$ cat config.mk
export PLATFORM = sky130hd
export DESIGN_NAME = uart_frame_seq
export DESIGN_NICKNAME = d
export VERILOG_FILES = /design/src/rtl/uart_frame_seq_pkg.sv /design/src/rtl/uart_frame_seq.sv
export SDC_FILE = /design/constraint.sdc
export NUM_CORES = 1
export LEC_CHECK = 0
export ABC_AREA = 1
export ABC_CLOCK_PERIOD_IN_PS = 3400
export CAP_MARGIN = 10
export CORE_MARGIN = 5
export CORE_UTILIZATION = 28
export CTS_BUF_LIST = sky130_fd_sc_hd__clkbuf_8
export DETAILED_ROUTE_END_ITERATION = 16
export GPL_TIMING_DRIVEN = 0
export RECOVER_POWER = 25
export SLEW_MARGIN = 10
export SYNTH_ARGS = -nofsm -noshare
export SYNTH_HDL_FRONTEND = slang
export SYNTH_SLANG_ARGS = --single-unit
$ cat constraint.sdc
create_clock -name clk -period 3.4 [get_ports clk]
set_input_delay 0.51 -clock clk [delete_from_list [all_inputs] [get_ports clk]]
set_output_delay 0.51 -clock clk [all_outputs]
set_load 0.03 [all_outputs]
$ cat src/rtl/uart_frame_seq_pkg.sv
`default_nettype none
// ============================================================================
// Module   : uart_frame_seq_pkg
// Function : Shared constants and types for the UART frame sequencer:
//            field select codes, frame length and FSM state encoding.
//            Optional feature macro: UART_FRAME_CHECKSUM_EN
// Revision : 1.0 - initial release
// ============================================================================
package uart_frame_seq_pkg;

  // Field select codes presented to the external field mux
  localparam logic [3:0] SEL_PL1_POSX   = 4'h1;
  localparam logic [3:0] SEL_PL1_POSY   = 4'h2;
  localparam logic [3:0] SEL_PL2_POSX   = 4'h3;
  localparam logic [3:0] SEL_PL2_POSY   = 4'h4;
  localparam logic [3:0] SEL_BALL_POSX  = 4'h5;
  localparam logic [3:0] SEL_BALL_POSY  = 4'h6;
  localparam logic [3:0] SEL_MATCH_CTRL = 4'h7;

  // Words per frame for the default select range
  localparam int FRAME_WORDS = 7;

  // Sequencer states; CSUM exists only when the checksum byte is enabled
  typedef enum logic [2:0] {
    ST_IDLE    = 3'd0,
    ST_SETTLE  = 3'd1,
    ST_LOAD    = 3'd2,
    ST_SEND_HI = 3'd3,
    ST_SEND_LO = 3'd4,
`ifdef UART_FRAME_CHECKSUM_EN
    ST_NEXT    = 3'd5,
    ST_CSUM    = 3'd6
`else
    ST_NEXT    = 3'd5
`endif
  } state_t;

endpackage : uart_frame_seq_pkg
`default_nettype wire

$ cat src/rtl/uart_frame_seq.sv
`default_nettype none
// ============================================================================
// Module   : uart_frame_seq
// Function : Walks the field select code from FIRST_SEL to LAST_SEL, waits
//            for the external mux to settle, captures each 16-bit word and
//            streams it high byte first over a valid/ready byte interface.
//            Optional feature macro: UART_FRAME_CHECKSUM_EN appends an XOR
//            checksum byte of all data bytes sent in the frame.
// Revision : 1.0 - initial release
// ============================================================================
module uart_frame_seq
  import uart_frame_seq_pkg::*;
#(
  parameter logic [3:0] FIRST_SEL = 4'h1,
  parameter logic [3:0] LAST_SEL  = 4'h7,
  parameter int         SETTLE    = 2
) (
  input  logic        clk,
  input  logic        rst,
  input  logic        frame_start,
  input  logic [15:0] data,
  output logic [3:0]  sel,
  output logic [7:0]  tx_data,
  output logic        tx_valid,
  input  logic        tx_ready,
  output logic        busy,
  output logic        frame_drop
);

  // Settle counter sized for SETTLE-1; a SETTLE of 0 behaves like 1
  localparam int              CNT_W       = (SETTLE > 2) ? $clog2(SETTLE) : 1;
  localparam logic [CNT_W-1:0] SETTLE_LAST = CNT_W'((SETTLE > 0) ? (SETTLE - 1) : 0);

  state_t           state_q;
  logic [CNT_W-1:0] settle_q;
  logic [15:0]      hold_q;
  logic [3:0]       sel_q;
  logic [7:0]       tx_data_q;
  logic             tx_valid_q;
  logic             busy_q;
  logic             frame_drop_q;
`ifdef UART_FRAME_CHECKSUM_EN
  logic [7:0]       csum_q;
`endif

  // Handshake only possible while a byte is offered, so stray ready is ignored
  logic w_accept;
  assign w_accept = tx_valid_q && tx_ready;

  // Frame sequencer: state, settle counter, holding register and outputs
  always_ff @(posedge clk) begin
    if (rst) begin
      state_q      <= ST_IDLE;
      settle_q     <= '0;
      hold_q       <= 16'h0000;
      sel_q        <= 4'h0;
      tx_data_q    <= 8'h00;
      tx_valid_q   <= 1'b0;
      busy_q       <= 1'b0;
      frame_drop_q <= 1'b0;
`ifdef UART_FRAME_CHECKSUM_EN
      csum_q       <= 8'h00;
`endif
    end else begin
      // A request arriving while busy is discarded and flagged one cycle later
      frame_drop_q <= frame_start && busy_q;

      case (state_q)
        ST_IDLE: begin
          if (frame_start) begin
            sel_q    <= FIRST_SEL;
            settle_q <= '0;
            busy_q   <= 1'b1;
            state_q  <= ST_SETTLE;
`ifdef UART_FRAME_CHECKSUM_EN
            csum_q   <= 8'h00;
`endif
          end
        end

        ST_SETTLE: begin
          if (settle_q == SETTLE_LAST) begin
            state_q <= ST_LOAD;
          end else begin
            settle_q <= settle_q + 1'b1;
          end
        end

        ST_LOAD: begin
          hold_q     <= data;
          tx_data_q  <= data[15:8];
          tx_valid_q <= 1'b1;
          state_q    <= ST_SEND_HI;
        end

        ST_SEND_HI: begin
          if (w_accept) begin
            tx_data_q <= hold_q[7:0];
            state_q   <= ST_SEND_LO;
`ifdef UART_FRAME_CHECKSUM_EN
            csum_q    <= csum_q ^ tx_data_q;
`endif
          end else begin
            // Re-asserting the captured high byte keeps it stable during stalls
            tx_data_q <= hold_q[15:8];
          end
        end

        ST_SEND_LO: begin
          if (w_accept) begin
            tx_valid_q <= 1'b0;
            state_q    <= ST_NEXT;
`ifdef UART_FRAME_CHECKSUM_EN
            csum_q     <= csum_q ^ tx_data_q;
`endif
          end
        end

        ST_NEXT: begin
          if (sel_q == LAST_SEL) begin
`ifdef UART_FRAME_CHECKSUM_EN
            tx_data_q  <= csum_q;
            tx_valid_q <= 1'b1;
            state_q    <= ST_CSUM;
`else
            busy_q     <= 1'b0;
            state_q    <= ST_IDLE;
`endif
          end else begin
            sel_q    <= sel_q + 4'h1;
            settle_q <= '0;
            state_q  <= ST_SETTLE;
          end
        end

`ifdef UART_FRAME_CHECKSUM_EN
        ST_CSUM: begin
          if (w_accept) begin
            tx_valid_q <= 1'b0;
            busy_q     <= 1'b0;
            state_q    <= ST_IDLE;
          end
        end
`endif

        default: begin
          tx_valid_q <= 1'b0;
          busy_q     <= 1'b0;
          state_q    <= ST_IDLE;
        end
      endcase
    end
  end

  assign sel        = sel_q;
  assign tx_data    = tx_data_q;
  assign tx_valid   = tx_valid_q;
  assign busy       = busy_q;
  assign frame_drop = frame_drop_q;

endmodule : uart_frame_seq
`default_nettype wire

==> results of run 1 <==
-- kinds of logic (layout without fill, tap and decap cells) --
family                   count (synthesis)  count (layout)  synth area share, %
AND/OR/NAND/NOR                         79              79                24.61
buffers and inverters                   29              69                8.394
flip-flops                              35              35                45.64
AO/OA/AOI/OAI                           61              61                20.54
adder cells (fa/ha/maj)                  1               1               0.8149
-- worst paths after layout --
check / start / to / slack (ns) / cells past startpoint
max: sel[0] / sel[0] / 1.46 / 1
min: busy / frame_drop / 0.45 / 2
max reg2reg: state_q[2] / hold_q[11] / 1.68 / 5
min reg2reg: busy / frame_drop / 0.45 / 2
-- routing by layer --
layer | share of wire (%) | track usage [%] | vias to the layer above
li1 | - | - | 758
met1 | 47 | 13.49 | 650
met2 | 46 | 18.15 | 30
met3 | 5.2 | 3.850 | 6
met4 | 1.9 | 5.556 | 0
met5 | 0 | 0 | -
-- stage by stage --
step                util [%]  total power (W)  area, um2  instances
finish                 37.48         0.001385       2026        317
global placement       36.18         0.001108       1956        310
floorplan                  -        0.0009415       1535        205
CTS                    37.80         0.001421       2043        317
global route           37.48         0.001496       2026        317
detailed placement     36.18         0.001111       1956        310
-- cells in the mapped netlist, drive strengths merged --
library cell	instances	area share, %
a21oi	32	10
a31oi	8	3.3
buf	3	2.0
nand4	2	0.81
ha	1	0.81
inv	21	5.1
nand3	13	6.7
o21ai	21	6.8
clkbuf	5	1.3
dfxtp	35	46
nand2	52	13
or2	1	0.41
nor2	11	3.7
-- report_power, final --
part	switching (W)	leakage, nW	internal, W	total, W
combinational	0.000326	0.437	0.000195	0.000520
sequential	0.0000588	0.284	0.000500	0.000559
clock	0.000146	0.0470	0.000159	0.000305
-- cell usage in the layout (no fill, tap or decap) --
| cell | count |
|---|---|
| nand2_1 | 50 |
| nand2_2 | 2 |
| clkinv_2 | 1 |
| ha_1 | 1 |
| clkbuf_2 | 1 |
| nor2_1 | 7 |
| inv_2 | 1 |
| clkbuf_8 | 6 |
| a31oi_1 | 8 |
| a21oi_1 | 32 |
| nand3_4 | 1 |
| dfxtp_1 | 35 |
| inv_1 | 20 |
| nor2_4 | 1 |
| nand4_1 | 2 |
| buf_6 | 1 |
| nand3_1 | 9 |
| nor2_2 | 3 |
| o21ai_1 | 1 |
| clkdlybuf4s50_1 | 33 |
| clkbuf_1 | 5 |
| buf_4 | 1 |
| o21ai_0 | 20 |
| nand3_2 | 3 |
| or2_2 | 1 |
-- sequential cells by signal (all words and copies together) (netlist names) --
| register | count |
|---|---|
| settle_q | 1 |
| busy | 1 |
| frame_drop | 1 |
| tx_data | 8 |
| hold_q | 16 |
| sel | 4 |
| state_q | 3 |
| tx_valid | 1 |
-- area by class of cell --
type / count / area [um2]
fill: 593 / 3379
sequential: 35 / 700.7
multi-input combinational: 141 / 695.7
timing repair buffer: 33 / 330.3
tap: 72 / 90.09
clock buffer: 6 / 82.58
inverter: 21 / 78.83
buffer: 8 / 42.54
clock inverter: 1 / 5.005
==> summary.md, run 1 <==
| Metric | Value |
|---|---|
| Initial antenna violation count | 0 |
| Max stage delay cell, worst path | clkdlybuf4s50_1 |
| Req. time, crit path | 2.89 ns |
| Remaining antenna violation count | 0 |
| DRC Markers | 0 |
| Post-CTS Setup Bufs | 0 |
| Total CTS buffers | 5 |
| Crit-path cells | clkdlybuf4s50_1 |
| Place WS | 1.288 ns |
| DIE AREA | 7064 um2 |
| Final worst slack | 1.456 ns |
| P_leak | 0.7684 nW |
| Root Driver | clkbuf_8 |
| Synthesis-stage register bit count | 35 |
| Via density per instance | 4.555 |
| Hold-fix buffers, CTS | 0 |
| Worst ir drop on vdd | 0.3151 mV |
| Fin crit period | 1.944 ns |
| MaxCap Viol Count | 0 |
| Ports | 35 |
| HP Class | flop to flop |
| Sum of negative setup slack | 0 ns |
| Clock skew | 0.004075 ns |
| H-tree levels | 2 |
| Layout cells sized above 1 | 8.980% |
| Register area share after synthesis | 45.64% |
| HPWL Detailed | 2.747 mm |
| Synthesized area | 1535 um2 |
| Clock-pin slew on the worst setup and hold paths | 0.07 ns |
| CP max stage delay | 0.71 ns |
| First-pass GRT wire length | 6.437 mm |
| Max-slew violation count | 0 |
| Final WL | 3.753 mm |
| Pin count of the biggest net entering global routing | 11 |
| Buffers on Ports | 33 |
| Worst path bufs/invs | 1 |
| CP arrival | 1.43 ns |
| Syn Inst Count | 205 |
| Min Hold Slack | 0.4517 ns |
| Gates resized, CTS repair | 0 |
| GP Congestion | 0.8354 |
| RSZ-0062 raised after global routing | false |
| Crit end category | primary output |
| Synth-to-Final Area Change | 31.95% |
| Global route overflow | 0 |
| Count of yosys warnings during synthesis | 0 |
| CTS sink cnt | 35 |
| Core area | 5405 um2 |
| DR iter-0 viols | 83 |
| Row cnt | 27 |
| Critical setup path kind | flop to primary output |
| Mapped Avg Cell Area | 7.489 um2 |
| Startpoint types | flop |
| Pre-Repair DR Iteration Count | 4 |
| Number of global-route vias before repair | 1413 |
| Cell family contributing the most delay on the critical path | buffers and inverters |
| ANT cells | 0 |
| Distinct cells, synth | 22 |
| Max-slew headroom | 63.30% |
| Initial Util | 28.40% |
| Actual slew at the worst max-slew pin | 0.5505 ns |
| Final Hold Viols | 0 |
| Setup violators final | 0 |
| TritonCTS clock tree | built |
| WL per Instance | 11.84 um |
| Final Cycle Share | 57.17% |
| Clk_lat worst skew | 0.28 ns |
| Power Density | 683.5 nW/um2 |
| Status | finished clean |
| Worst-path maximum fanout | 6 |
| Tot GR Track Use | 11.35% |
| DR vias | 1444 |
| Mapped Nets | 226 |
| Fmax | 0.5145 GHz |
| Clock Path Buffers | 2 |
| Nets | 266 |
| DIE HEIGHT | 84.05 um |
| Die W | 84.05 um |
Note: power is estimated with default switching activity, not from simulation.
==> inputs of run 2 (changes only) <==
--- a/config.mk
+++ b/config.mk
@@ -6,7 +6,7 @@
 export NUM_CORES = 1
 export LEC_CHECK = 0
 export ABC_AREA = 1
-export ABC_CLOCK_PERIOD_IN_PS = 3400
+export ABC_CLOCK_PERIOD_IN_PS = 1950
 export CAP_MARGIN = 10
 export CORE_MARGIN = 5
 export CORE_UTILIZATION = 28
==> constraint.sdc (replaced) <==
create_clock -name clk -period 1.95 [get_ports clk]
set_input_delay 0.2925 -clock clk [delete_from_list [all_inputs] [get_ports clk]]
set_output_delay 0.2925 -clock clk [all_outputs]
set_load 0.03 [all_outputs]
==> run 2 against run 1 <==
Net effect:
- sequential cell count unchanged
- hold slack worse by 0.068 ns
- sequential share of layout area about the same
- core utilization barely moved
- total power grew 75%
- critical path depth is the same
- clock skew grew 0.00057 ns
- final cell count stayed put
- largest power group unchanged
==> summary.md, run 2 (synthesis gave the netlist of run 1 again) <==
| Metric | Value |
|---|---|
| Number of global-route vias before repair | 1413 (unchanged) |
| Actual slew at the worst max-slew pin | 0.5408 ns (-0.009779 ns) |
| CTS sink cnt | 35 (unchanged) |
| Commonest non-fill, non-tap cell in the layout | nand2_1 |
| Global route overflow | 0 (unchanged) |
| Largest register FFs | 16 (unchanged) |
| Clk_lat worst skew | 0.29 ns (about the same) |
| Initial antenna violation count | 0 (unchanged) |
| ANT cells | 0 (unchanged) |
| Hold-fix buffers, CTS | 0 (unchanged) |
| DR vias | 1451 (+0.48%) |
| First-pass GRT wire length | 6.437 mm (unchanged) |
| Final Hold Viols | 0 (unchanged) |
| Clock Path Buffers | 2 (unchanged) |
| Sum of negative setup slack | 0 ns (unchanged) |
| Crit path from | sel[0] |
| Worst R2R End | hold_q[5] |
| Clock skew | 0.004645 ns (+0.0005705 ns) |
| Max stage delay cell, worst path | clkdlybuf4s50_1 |
| RR Startpoint | state_q[2] |
| Top reg by flops | hold_q |
| Tot GR Track Use | 11.35% (unchanged) |
| DR iter-0 viols | 66 (-20%) |
| Core area | 5405 um2 (unchanged) |
| Max-slew violation count | 0 (unchanged) |
| HP Class | input port to flop |
| Post-CTS Setup Bufs | 0 (unchanged) |
| TritonCTS clock tree | built |
| Crit end category | primary output |
| Remaining antenna violation count | 0 (unchanged) |
| CP max stage delay | 0.71 ns (about the same) |
| Req. time, crit path | 1.66 ns (-1.23 ns) |
| Net Sw Power | 0.0009275 W (+75%) |
| R2r setup slk | 0.34 ns (-1.34 ns) |
| Total CTS buffers | 5 (unchanged) |
| Worst path depth | 1 (unchanged) |
| Finished Core Util | 37.50% (about the same) |
| CP endpoint | sel[0] |
| Row cnt | 27 (unchanged) |
| DRC Markers | 0 (unchanged) |
| CP arrival | 1.43 ns (about the same) |
| MaxCap Viol Count | 0 (unchanged) |
| Nets | 266 (unchanged) |
| Clock power share | 22.1% (about the same) |
| Fmax | 0.5816 GHz |
| Crit-path cells | clkdlybuf4s50_1 |
| Max-slew headroom | 63.95% (+0.65 points) |
| Via density per instance | 4.577 (+0.48%) |
| Setup violators final | 0 (unchanged) |
| Startpoint types | flop |
| Initial Util | 28.40% (unchanged) |
| Ports | 35 (unchanged) |
| HPWL Detailed | 2.747 mm (unchanged) |
| H-tree levels | 2 (unchanged) |
| Root Driver | clkbuf_8 |
| Critical setup path kind | flop to primary output |
| Pin count of the biggest net entering global routing | 11 (unchanged) |
| Worst-path maximum fanout | 6 (unchanged) |
| Final WL | 3.752 mm (about the same) |
| Min Hold Slack | 0.3833 ns (-0.06838 ns) |
| Layout cells sized above 1 | 9.796% (+0.82 points) |
| Worst reg2reg path depth | 5 (unchanged) |
| Final Cycle Share | 88.17% |
| Cell family contributing the most delay on the critical path | buffers and inverters |
| GP Congestion | 0.8354 (unchanged) |
| Power Density | 1193 nW/um2 (+75%) |
| Buffers on Ports | 33 (unchanged) |
| DIE AREA | 7064 um2 (unchanged) |
| Reg power frac | 40.3% (about the same) |
| P_leak | 0.7686 nW (about the same) |
| Clock-pin slew on the worst setup and hold paths | 0.07 ns (about the same) |
| WL per Instance | 11.84 um (about the same) |
| Fin crit period | 1.719 ns |
| RSZ-0062 raised after global routing | false |
| Most frequent cells in the layout | nand2_1 (50), dfxtp_1 (35), clkdlybuf4s50_1 (33), a21oi_1 (32), o21ai_0 (20) |
| Worst ir drop on vdd | 0.5506 mV (+75%) |
| Internal Pwr Total | 0.001492 W (+75%) |
| Comb pwr share | 37.7% (about the same) |
| DIE HEIGHT | 84.05 um (unchanged) |
| Worst path bufs/invs | 1 (unchanged) |
| Synth-to-Final Area Change | 32.03% (about the same) |
| Status | finished clean |
| Gates resized, CTS repair | 0 (unchanged) |
| Switching Share | 38.34% (about the same) |
| Die W | 84.05 um (unchanged) |
| Pre-Repair DR Iteration Count | 4 (unchanged) |
-- run 2: layout make-up --
class                           count  area (um2)
Fill cell                         593        3378
Sequential cell                    35       700.7
Multi-Input combinational cell    141       695.7
Timing Repair Buffer               33       330.3
Tap cell                           72       90.09
Clock buffer                        6       82.58
Inverter                           21       78.83
Buffer                              8       43.79
Clock inverter                      1       5.005
-- run 2: through the flow --
| stage | power [W] | area, um2 | worst slack (ns) | instances |
|---|---|---|---|---|
| after floorplan | 0.001642 | 1535 | 0.5147 | 205 |
| final | 0.002419 | 2027 | 0.2306 | 317 |
| after global routing | 0.002610 | 2027 | 0.1365 | 317 |
| after CTS | 0.002477 | 2043 | 0.2171 | 317 |
| after global placement | 0.001932 | 1956 | 0.03877 | 310 |
| after detailed placement | 0.001937 | 1956 | 0.05576 | 310 |
-- run 2: worst min path at each step --
stage	end	start	depth (start not counted)	slack, ns
6_report	tx_data[4]	rst	2	0.38
5_1_grt	tx_data[5]	rst	2	0.42
4_1_cts	tx_data[3]	rst	2	0.39
3_5_place_dp	hold_q[4]	hold_q[4]	2	0.45
3_3_place_gp	frame_drop	busy	2	0.44
2_1_floorplan	frame_drop	frame_start	2	0.42
-- run 2: per-layer routing --
layer	track usage (%)	part of all wire, %	up-vias
met1	13.49	46	653
met4	5.556	1.9	0
met3	3.850	5.9	6
met5	0	0	-
li1	-	-	758
met2	18.15	46	34
-- run 2: power groups by stage --
stage	logic, W	clock network, W	registers, W
2_1_floorplan	0.000568	0	0.00107
3_3_place_gp	0.000945	0	0.000987
3_5_place_dp	0.000945	0	0.000992
4_1_cts	0.000949	0.000551	0.000977
5_1_grt	0.00103	0.000579	0.000996
6_report	0.000911	0.000533	0.000975
==> inputs of run 3 (changes only) <==
--- a/config.mk
+++ b/config.mk
@@ -12,9 +12,7 @@
 export CORE_UTILIZATION = 28
 export CTS_BUF_LIST = sky130_fd_sc_hd__clkbuf_8
 export DETAILED_ROUTE_END_ITERATION = 16
-export GPL_TIMING_DRIVEN = 0
 export RECOVER_POWER = 25
-export SLEW_MARGIN = 10
 export SYNTH_ARGS = -nofsm -noshare
 export SYNTH_HDL_FRONTEND = slang
 export SYNTH_SLANG_ARGS = --single-unit
==> run 3 against run 2 <==
Net effect:
- wire length is 3.3% lower
- clock skew is 0.0038 ns higher
- final cell count fell by 1.3%
- register-to-register slack better by 0.09 ns
- core utilization up 0.069 points
- setup slack got worse by 0.0016 ns
- via count fell by 3.4%
- design area rose by 0.19%
- critical endpoint unchanged
- non-clock buffer count is 4 lower
- global-route usage shrank 0.55 points
==> summary.md, run 3 (synthesis gave the netlist of run 1 again) <==
| Metric | Value |
|---|---|
| P_leak | 0.7693 nW (about the same) |
| Non-filler cells in the finished layout | 313 (-1.3%) |
| Final Hold Viols | 0 (unchanged) |
| H-tree levels | 2 (unchanged) |
| Worst R2R End | tx_data[2] |
| CP max stage delay | 0.71 ns (about the same) |
| Global route overflow | 0 (unchanged) |
| Initial Util | 28.40% (unchanged) |
| Row cnt | 27 (unchanged) |
| Most frequent cells in the layout | nand2_1 (50), dfxtp_1 (35), clkdlybuf4s50_1 (33), a21oi_1 (32) |
| Gates resized, CTS repair | 0 (unchanged) |
| Worst reg2reg path depth | 5 (unchanged) |
| DR iter-0 viols | 86 (+30%) |
| Largest register FFs | 16 (unchanged) |
| Hold Crit Endpoint | frame_drop |
| TritonCTS clock tree | built |
| Max stage delay cell, worst path | clkdlybuf4s50_1 |
| Finished Core Util | 37.57% (+0.069 points) |
| Final WL | 3.629 mm (-3.3%) |
| Actual slew at the worst max-slew pin | 0.7059 ns (+0.1652 ns) |
| WL per Instance | 11.59 um (-2.0%) |
| Tot GR Track Use | 10.80% (-0.55 points) |
| Worst path bufs/invs | 1 (unchanged) |
| Pin count of the biggest net entering global routing | 20 (+9) |
| DIE HEIGHT | 84.05 um (unchanged) |
| DR vias | 1402 (-3.4%) |
| Remaining antenna violation count | 0 (unchanged) |
| MaxCap Viol Count | 0 (unchanged) |
| Power Density | 1235 nW/um2 (+3.5%) |
| Max-slew headroom | 52.94% (-11 points) |
| Setup violators final | 0 (unchanged) |
| Layout cells sized above 1 | 8.299% (-1.5 points) |
| HP Class | flop to flop |
| RSZ-0062 raised after global routing | false |
| Dpl cell area | 1938 um2 (-0.90%) |
| Synth-to-Final Area Change | 32.27% |
| Hold Path Origin | busy |
| ANT cells | 0 (unchanged) |
| Final Cycle Share | 88.25% (about the same) |
| Commonest non-fill, non-tap cell in the layout | nand2_1 |
| DRC Markers | 0 (unchanged) |
| Clock skew | 0.008494 ns (+0.003849 ns) |
| Critical setup path kind | flop to primary output |
| Clk_lat worst skew | 0.29 ns (about the same) |
| Die W | 84.05 um (unchanged) |
| Clock Path Buffers | 2 (unchanged) |
| Sum of negative setup slack | 0 ns (unchanged) |
| GP Congestion | 0.8393 (+0.47%) |
| Initial antenna violation count | 0 (unchanged) |
| Crit end category | primary output |
| Cell family contributing the most delay on the critical path | buffers and inverters |
| Root Driver | clkbuf_8 |
| Core area | 5405 um2 (unchanged) |
| CTS sink cnt | 35 (unchanged) |
| R2r setup slk | 0.43 ns (+0.09 ns) |
| Req. time, crit path | 1.66 ns (about the same) |
| First-pass GRT wire length | 6.120 mm (-4.9%) |
| Fin crit period | 1.721 ns (+0.001563 ns) |
| Worst ir drop on vdd | 0.4800 mV (-13%) |
| Status | finished clean |
| CP arrival | 1.43 ns (about the same) |
| Via density per instance | 4.479 (-2.1%) |
| Startpoint types | flop |
| Clock-pin slew on the worst setup and hold paths | 0.07 ns (about the same) |
| Buffers on Ports | 34 (+3.0%) |
| Hold path depth | 2 (unchanged) |
| Total CTS buffers | 5 (unchanged) |
| Placed Instances | 306 (-1.3%) |
| DIE AREA | 7064 um2 (unchanged) |
| Max-slew violation count | 0 (unchanged) |
| Worst-path maximum fanout | 6 (unchanged) |
| FILL cells | 592 (-0.17%) |
| RR Startpoint | state_q[0] |
| Hold-fix buffers, CTS | 0 (unchanged) |
| Crit-path cells | clkdlybuf4s50_1 |
| Post-CTS Setup Bufs | 0 (unchanged) |
| Fin area | 2031 um2 (+0.19%) |
| Ports | 35 (unchanged) |
| Nets | 262 (-1.5%) |
| Top reg by flops | hold_q |
| Pre-Repair DR Iteration Count | 4 (unchanged) |
| Number of global-route vias before repair | 1318 (-6.7%) |
| Fmax | 0.5811 GHz (about the same) |
| HPWL Detailed | 2.613 mm (-4.9%) |
## run 3: cell count changes in the layout (fill, tap and decap cells not counted), sizes merged
cell         before  now
dlygate4sd3       0    1
bufinv            0    1
clkinv            1    0
clkinvlp          0    1
clkbuf           12    6
## run 3: cell type report
cell class	count	area [um2]	share of cell area, %
Sequential cell	35	700.7	34.50
Timing Repair Buffer	37	359.1	17.68
Clock inverter	2	37.54	1.848
Clock buffer	5	68.82	3.389
Inverter	21	78.83	3.882
Multi-Input combinational cell	141	695.7	34.26
Tap cell	72	90.09	4.436
## run 3: how the worst max path moves through the flow
stage          depth (start not counted)  startpoint  slack [ns]         end
6_report                               1      sel[0]        0.23      sel[0]
3_5_place_dp                           6    tx_ready        0.31  tx_data[5]
2_1_floorplan                          8      sel[0]        0.51      sel[3]
3_3_place_gp                           6    tx_ready        0.33  tx_data[0]
5_1_grt                                1      sel[0]        0.17      sel[0]
4_1_cts                                1      sel[0]        0.21      sel[0]
## run 3: layer usage
layer  track usage (%)  share of wire [%]
met1             13.73                 48
met2             16.50                 45
met3             3.751                5.9
met4             4.532                1.5
met5                 0                  0
## run 3: tightest hold or removal path, stage by stage, from the launching register on
cell	delay (ns)
dfxtp_1	0.32
nand2_1	0.06
nor2_1	0.03
## run 3: report_power, final
part           internal [W]  switching [W]  total [W]
Sequential         0.000872       0.000120   0.000992
Clock              0.000374       0.000270   0.000644
Combinational      0.000326       0.000544   0.000871
## run 3: per-stage QoR
| stage | power (W) | hold WS, ns | setup WS (ns) |
|---|---|---|---|
| floorplan | 0.001642 | 0.4152 | 0.5147 |
| global placement | 0.001897 | 0.4385 | 0.3320 |
| detailed placement | 0.001901 | 0.4431 | 0.3104 |
| CTS | 0.002549 | 0.4526 | 0.2148 |
| global route | 0.002683 | 0.4693 | 0.1737 |
| finish | 0.002507 | 0.4487 | 0.2291 |
